--- src/rtl/jtag_tap_param_if.sv ---
// Serial scan and user-register signals of the parameterised JTAG TAP.
// TCK and TRST stay plain ports on the TAP itself.
interface jtag_tap_param_if #(
  parameter int IR_WIDTH = 4,
  parameter int DR_WIDTH = 16
);
  logic                TMS;
  logic                TDI;
  logic                TDO;
  logic                TDO_EN;
  logic [3:0]          state;
  logic [IR_WIDTH-1:0] ir;
  logic [DR_WIDTH-1:0] dr_in;
  logic [DR_WIDTH-1:0] dr_out;
  logic                update_pulse;

  modport master (
    output TMS, TDI, dr_in,
    input  TDO, TDO_EN, state, ir, dr_out, update_pulse
  );

  modport slave (
    input  TMS, TDI, dr_in,
    output TDO, TDO_EN, state, ir, dr_out, update_pulse
  );
endinterface

--- src/rtl/jtag_tap_param.sv ---
// IEEE 1149.1 TAP controller with IDCODE, user DR and bypass registers.
// All state moves on rising TCK; TDO/TDO_EN are retimed to falling TCK.
module jtag_tap_param #(
  parameter int                  IR_WIDTH   = 4,
  parameter int                  DR_WIDTH   = 16,
  parameter logic [31:0]         IDCODE_VAL = 32'h1000_0001,
  parameter logic [IR_WIDTH-1:0] OP_IDCODE  = IR_WIDTH'(7),
  parameter logic [IR_WIDTH-1:0] OP_USER    = IR_WIDTH'(5),
  parameter logic [IR_WIDTH-1:0] OP_BYPASS  = '1
) (
  input  logic             TCK,
  input  logic             TRST,
  jtag_tap_param_if.slave  bus
);

  typedef enum logic [3:0] {
    TLR    = 4'hF, RTI    = 4'hC,
    SEL_DR = 4'h7, CAP_DR = 4'h6, SH_DR = 4'h2, EX1_DR = 4'h1,
    PAU_DR = 4'h3, EX2_DR = 4'h0, UPD_DR = 4'h5,
    SEL_IR = 4'h4, CAP_IR = 4'hE, SH_IR = 4'hA, EX1_IR = 4'h9,
    PAU_IR = 4'hB, EX2_IR = 4'h8, UPD_IR = 4'hD
  } tap_state_e;

  localparam logic [IR_WIDTH-1:0] IR_CAPTURE = {{(IR_WIDTH-1){1'b0}}, 1'b1};
  localparam logic [31:0]         ID_CAPTURE = {IDCODE_VAL[31:1], 1'b1};

  tap_state_e          state_q;
  logic [IR_WIDTH-1:0] ir_q;
  logic [IR_WIDTH-1:0] ir_sr_q;
  logic [31:0]         id_sr_q;
  logic [DR_WIDTH-1:0] user_sr_q;
  logic                byp_sr_q;
  logic [DR_WIDTH-1:0] dr_out_q;
  logic                upd_q;
  logic                tdo_q;
  logic                tdo_en_q;

  logic [IR_WIDTH-1:0] ir_shift_d;
  logic [DR_WIDTH-1:0] user_shift_d;
  logic                sel_id;
  logic                sel_user;
  logic                sel_byp;
  logic                dr_lsb;

  assign sel_id   = (ir_q == OP_IDCODE);
  assign sel_user = !sel_id && (ir_q == OP_USER);
  assign sel_byp  = (ir_q == OP_BYPASS) || !(sel_id || sel_user);
  assign dr_lsb   = sel_id ? id_sr_q[0] : (sel_user ? user_sr_q[0] : byp_sr_q);

  assign ir_shift_d = {bus.TDI, ir_sr_q[IR_WIDTH-1:1]};

  // A one-bit user register has no upper bits to shift down.
  generate
    if (DR_WIDTH == 1) begin : g_user_one
      assign user_shift_d = bus.TDI;
    end else begin : g_user_wide
      assign user_shift_d = {bus.TDI, user_sr_q[DR_WIDTH-1:1]};
    end
  endgenerate

  always_ff @(posedge TCK or posedge TRST) begin
    if (TRST) begin
      state_q   <= TLR;
      ir_q      <= OP_IDCODE;
      ir_sr_q   <= '0;
      id_sr_q   <= '0;
      user_sr_q <= '0;
      byp_sr_q  <= 1'b0;
      dr_out_q  <= '0;
      upd_q     <= 1'b0;
    end else begin
      upd_q <= 1'b0;
      case (state_q)
        TLR: begin
          ir_q    <= OP_IDCODE;
          state_q <= bus.TMS ? TLR : RTI;
        end
        RTI:    state_q <= bus.TMS ? SEL_DR : RTI;
        SEL_DR: state_q <= bus.TMS ? SEL_IR : CAP_DR;
        CAP_DR: begin
          if (sel_id)   id_sr_q   <= ID_CAPTURE;
          if (sel_user) user_sr_q <= bus.dr_in;
          if (sel_byp)  byp_sr_q  <= 1'b0;
          state_q <= bus.TMS ? EX1_DR : SH_DR;
        end
        SH_DR: begin
          if (sel_id)   id_sr_q   <= {bus.TDI, id_sr_q[31:1]};
          if (sel_user) user_sr_q <= user_shift_d;
          if (sel_byp)  byp_sr_q  <= bus.TDI;
          state_q <= bus.TMS ? EX1_DR : SH_DR;
        end
        EX1_DR: state_q <= bus.TMS ? UPD_DR : PAU_DR;
        PAU_DR: state_q <= bus.TMS ? EX2_DR : PAU_DR;
        EX2_DR: state_q <= bus.TMS ? UPD_DR : SH_DR;
        UPD_DR: begin
          if (sel_user) begin
            dr_out_q <= user_sr_q;
            upd_q    <= 1'b1;
          end
          state_q <= bus.TMS ? SEL_DR : RTI;
        end
        SEL_IR: state_q <= bus.TMS ? TLR : CAP_IR;
        CAP_IR: begin
          ir_sr_q <= IR_CAPTURE;
          state_q <= bus.TMS ? EX1_IR : SH_IR;
        end
        SH_IR: begin
          ir_sr_q <= ir_shift_d;
          state_q <= bus.TMS ? EX1_IR : SH_IR;
        end
        EX1_IR: state_q <= bus.TMS ? UPD_IR : PAU_IR;
        PAU_IR: state_q <= bus.TMS ? EX2_IR : PAU_IR;
        EX2_IR: state_q <= bus.TMS ? UPD_IR : SH_IR;
        UPD_IR: begin
          ir_q    <= ir_sr_q;
          state_q <= bus.TMS ? SEL_DR : RTI;
        end
        default: state_q <= TLR;
      endcase
    end
  end

  // Falling-edge retiming gives the external capture a half-cycle of setup.
  always_ff @(negedge TCK or posedge TRST) begin
    if (TRST) begin
      tdo_q    <= 1'b0;
      tdo_en_q <= 1'b0;
    end else begin
      tdo_en_q <= (state_q == SH_IR) || (state_q == SH_DR);
      if (state_q == SH_IR)      tdo_q <= ir_sr_q[0];
      else if (state_q == SH_DR) tdo_q <= dr_lsb;
      else                       tdo_q <= 1'b0;
    end
  end

  assign bus.TDO          = tdo_q;
  assign bus.TDO_EN       = tdo_en_q;
  assign bus.state        = state_q;
  assign bus.ir           = ir_q;
  assign bus.dr_out       = dr_out_q;
  assign bus.update_pulse = upd_q;

endmodule

--- src/flat_wrapper.sv ---
// flat-port wrapper written by rule: the top's interface ports become plain ports
module jtag_tap_param_flat 
#(
  parameter int                  IR_WIDTH   = 4,
  parameter int                  DR_WIDTH   = 16,
  parameter logic [31:0]         IDCODE_VAL = 32'h1000_0001,
  parameter logic [IR_WIDTH-1:0] OP_IDCODE  = IR_WIDTH'(7),
  parameter logic [IR_WIDTH-1:0] OP_USER    = IR_WIDTH'(5),
  parameter logic [IR_WIDTH-1:0] OP_BYPASS  = '1
)
  (TCK, TRST, bus_TMS, bus_TDI, bus_dr_in, bus_TDO, bus_TDO_EN, bus_state, bus_ir, bus_dr_out, bus_update_pulse);
  jtag_tap_param_if #(.IR_WIDTH(IR_WIDTH), .DR_WIDTH(DR_WIDTH)) bus_i ();
  input  logic TCK;
  input  logic TRST;
  input wire logic [$bits(bus_i.TMS)-1:0] bus_TMS;
  input wire logic [$bits(bus_i.TDI)-1:0] bus_TDI;
  input wire logic [$bits(bus_i.dr_in)-1:0] bus_dr_in;
  output wire logic [$bits(bus_i.TDO)-1:0] bus_TDO;
  output wire logic [$bits(bus_i.TDO_EN)-1:0] bus_TDO_EN;
  output wire logic [$bits(bus_i.state)-1:0] bus_state;
  output wire logic [$bits(bus_i.ir)-1:0] bus_ir;
  output wire logic [$bits(bus_i.dr_out)-1:0] bus_dr_out;
  output wire logic [$bits(bus_i.update_pulse)-1:0] bus_update_pulse;
  assign bus_i.TMS = bus_TMS;
  assign bus_i.TDI = bus_TDI;
  assign bus_i.dr_in = bus_dr_in;
  assign bus_TDO = bus_i.TDO;
  assign bus_TDO_EN = bus_i.TDO_EN;
  assign bus_state = bus_i.state;
  assign bus_ir = bus_i.ir;
  assign bus_dr_out = bus_i.dr_out;
  assign bus_update_pulse = bus_i.update_pulse;
  jtag_tap_param #(.IR_WIDTH(IR_WIDTH), .DR_WIDTH(DR_WIDTH), .IDCODE_VAL(IDCODE_VAL), .OP_IDCODE(OP_IDCODE), .OP_USER(OP_USER), .OP_BYPASS(OP_BYPASS)) u_core (.TCK(TCK), .TRST(TRST), .bus(bus_i));
endmodule
--- config.mk ---
export PLATFORM = sky130hd
export DESIGN_NAME = jtag_tap_param_flat
export DESIGN_NICKNAME = d
export VERILOG_FILES = /design/src/rtl/jtag_tap_param_if.sv /design/src/rtl/jtag_tap_param.sv /design/src/flat_wrapper.sv
export SDC_FILE = /design/constraint.sdc
export NUM_CORES = 1
export LEC_CHECK = 0
export CAP_MARGIN = 0
export CORE_MARGIN = 3
export CORE_UTILIZATION = 55
export CTS_BUF_LIST = sky130_fd_sc_hd__clkbuf_16
export DETAILED_ROUTE_END_ITERATION = 6
export PLACE_DENSITY = 0.79
export SLEW_MARGIN = 0
export SYNTH_ARGS = -nofsm -noshare
export SYNTH_HDL_FRONTEND = slang
export SYNTH_SLANG_ARGS = --single-unit
--- constraint.sdc ---
create_clock -name TCK -period 3.22 [get_ports TCK]
set_clock_uncertainty 0.05 [all_clocks]
set_input_delay 0.483 -clock TCK [delete_from_list [all_inputs] [get_ports TCK]]
set_output_delay 0.483 -clock TCK [all_outputs]
set_load 0.005 [all_outputs]
==> results_dict.tcl <==
set metrics [dict create \
    outcome "completed" \
    vias 2064 \
    hold_path_class "flop to flop" \
    final_max_slew_viol_count 0 \
    synth_edf_count 0 \
    place_area_sq_um 4130 \
    syn_area_sq_um 3690 \
    startpoint_type "flop" \
    track_usage 0.186 \
    p_seq_frac 0.451 \
    grt_pass1_wl_um 11000 \
    cts_resized 2 \
    cts.sinks 80 \
    slew_headroom 0.358 \
    critical_path_required_ns 2.69 \
    drc_errors 0 \
    num_io_pins 47 \
    die_h_um 88.0 \
    overflow 0 \
    p_sw_mw 0.918 \
    synth_top_flop_cell "dfrtp_1" \
    final_cell_mix "dfrtp_1, mux2_2, clkdlybuf4s50_1" \
    crit_buf_inv 1 \
    combPwrFrac 0.259 \
    syn_to_final_growth_pct 19.0 \
    power_frac_clock 0.290 \
    hold_depth 2 \
    place_congestion 0.735 \
    cts.path.max_buffers 2 \
    slowest_delay_ns 0.38 \
    finish.utilization 0.685 \
    die-area_sq_um 7740 \
    leakage_nw 2.15 \
    first_pass_iters 4 \
    synthArstFlopShare 1.00 \
    crit_family "flip-flops" \
    yosys.area.top_type "dfrtp_1" \
    cpMaxStageDelayCell "dfrtn_1" \
    start_util 0.575 \
    cts_buffers 9 \
    ctsRootBufferMaster "clkbuf_16" \
    max-vdd-ir-drop_mv 0.467 \
    ff2ff_path_depth 3 \
    holdCritStartpoint "u_core.bus.ir[2]" \
    tightest_slew_ns 0.963 \
    holdBufCountCts 0 \
    power_mw 3.11 \
    max_cap_violations 0 \
    p_int_mw 2.19 \
    grt_pass1_vias 2221 \
    fp.coreArea_sq_um 6420 \
    path_cells "dlygate4sd2_1" \
    ant_nets 0 \
    antenna_found_initial 0 \
    synthTopCellsByArea "dfrtp_1, mux2_2, mux2_4" \
    critPathMaxFanout 1 \
    ys_ff_latch 80 \
    synth.net_count 291 \
    rsz0062_at_grt "no" \
    yosysWarnings 0 \
    min_to "u_core.bus.ir[2]" \
    critPathArrivalTime_ns 2.55 \
    synth_top_area_frac 0.481 \
    placementRows 29 \
    viasPerCell 5.23 \
    dr.first_iter.drc_count 79 \
    yosysUniqueCellTypes 33 \
    power.density_nw_per_um2 708 \
    hold_violations 0 \
    setup_violations 0 \
    drive_above_1_share 0.330 \
    finalSetupTns_ns 0 \
    clk_latency_ns 0.33 \
    post-cts-setup-buffers 0 \
    finalWirelength_um 6300 \
    grt_max_degree 79 \
    place_hpwl_um 3980 \
    seq_area_frac_synth 0.544 \
    p_sw_frac 0.295 \
    wl_per_cell_um 16.0 \
    path_clk_slew_ns 0.06 \
    r2r-end "u_core.bus.TDO" \
    rrSetupSlack_ns 0.25 \
    chipWidth_um 88.0 \
    antenna_cells 0 \
    synth.avg_cell_area_sq_um 13.6 \
    endpoint_kind "primary output" \
    reg2reg_from "u_core.bus.ir[0]" \
    synth_cells 271 \
    cts_tree "built" \
    htree_levels 3 \
    stdcell_area_sq_um 4400 \
    nNetsFinal 333 \
    layout_commonest_cell "dfrtp_1" \
    critPathKind "flop to primary output" \
    portBuffers 46 \
]
[through the flow]
step                setup slack, ns  hold WS [ns]  instances
floorplan                     0.102         0.421        271
global placement              0.220         0.434        379
detailed placement            0.211         0.432        379
CTS                           0.116         0.440        395
global route                 0.0831         0.462        395
finish                        0.133         0.439        395
[cell usage after synthesis (2+ instances only)]
cell type  count
dfrtp_1       71
mux2_2        50
nor2b_1       30
mux2_4        28
nand2_1       15
o21ai_0        9
clkbuf_1       8
nor2_1         8
dfstp_2        7
inv_1          6
buf_2          4
nand2b_1       4
buf_12         3
buf_6          3
mux2i_1        3
nand3b_1       3
dfrtn_1        2
or3_1          2
[area by class of cell]
type	instances	area, sq um
Clock buffer	9	225
Clock inverter	7	40.0
Fill cell	443	2030
Inverter	6	26.3
Multi-Input combinational cell	167	1520
Sequential cell	80	2010
Tap cell	77	96.3
Timing Repair Buffer	49	480
[worst max path at each step]
stage / from / end / slack, ns / cells after the start
2_1_floorplan: u_core.bus.state[2] / u_core.bus.TDO_EN / 0.10 / 4
3_3_place_gp: u_core.bus.TDO / bus_TDO / 0.22 / 1
3_5_place_dp: u_core.bus.TDO / bus_TDO / 0.21 / 1
4_1_cts: u_core.bus.TDO / bus_TDO / 0.12 / 1
5_1_grt: u_core.bus.TDO / bus_TDO / 0.08 / 1
6_report: u_core.bus.TDO / bus_TDO / 0.13 / 1
[power groups by stage]
stage | Sequential, mW | Clock [mW] | Combinational (mW)
after global routing | 1.43 | 0.968 | 0.898
final | 1.40 | 0.903 | 0.806
after floorplan | 1.35 | 0 | 0.586
after detailed placement | 1.42 | 0 | 0.820
after global placement | 1.40 | 0 | 0.807
after CTS | 1.40 | 0.926 | 0.819
[worst reg2reg max path, stage by stage (launching register included)]
cell and delay, ns:
dfstp_2 0.54, nand3b_1 0.16, or3_1 0.37, a311oi_1 0.25
[cell families after synthesis]
| group | share of synthesized area |
|---|---|
| buffers and inverters | 0.0450 |
| multiplexers | 0.274 |
| AO/OA/AOI/OAI | 0.0301 |
| flip-flops | 0.544 |
| AND/OR/NAND/NOR | 0.106 |
[state kept, by name (all words and copies together) (netlist names)]
register,count
u_core.bus.update_pulse,1
u_core.user_sr_q,16
u_core.bus.dr_out,16
u_core.bus.TDO,1
u_core.byp_sr_q,1
u_core.bus.state,4
u_core.bus.ir,4
u_core.bus.TDO_EN,1
u_core.ir_sr_q,4
u_core.id_sr_q,32
[metal layers]
| metal | part of all wire | vias up | GRT usage |
|---|---|---|---|
| met4 | 0.015 | 0 | 0.0879 |
| met1 | 0.47 | 1020 | 0.258 |
| li1 | - | 1009 | - |
| met5 | 0 | - | 0 |
| met2 | 0.47 | 30 | 0.276 |
| met3 | 0.041 | 5 | 0.0480 |
No activity file was read; power rests on OpenSTA's default activity.
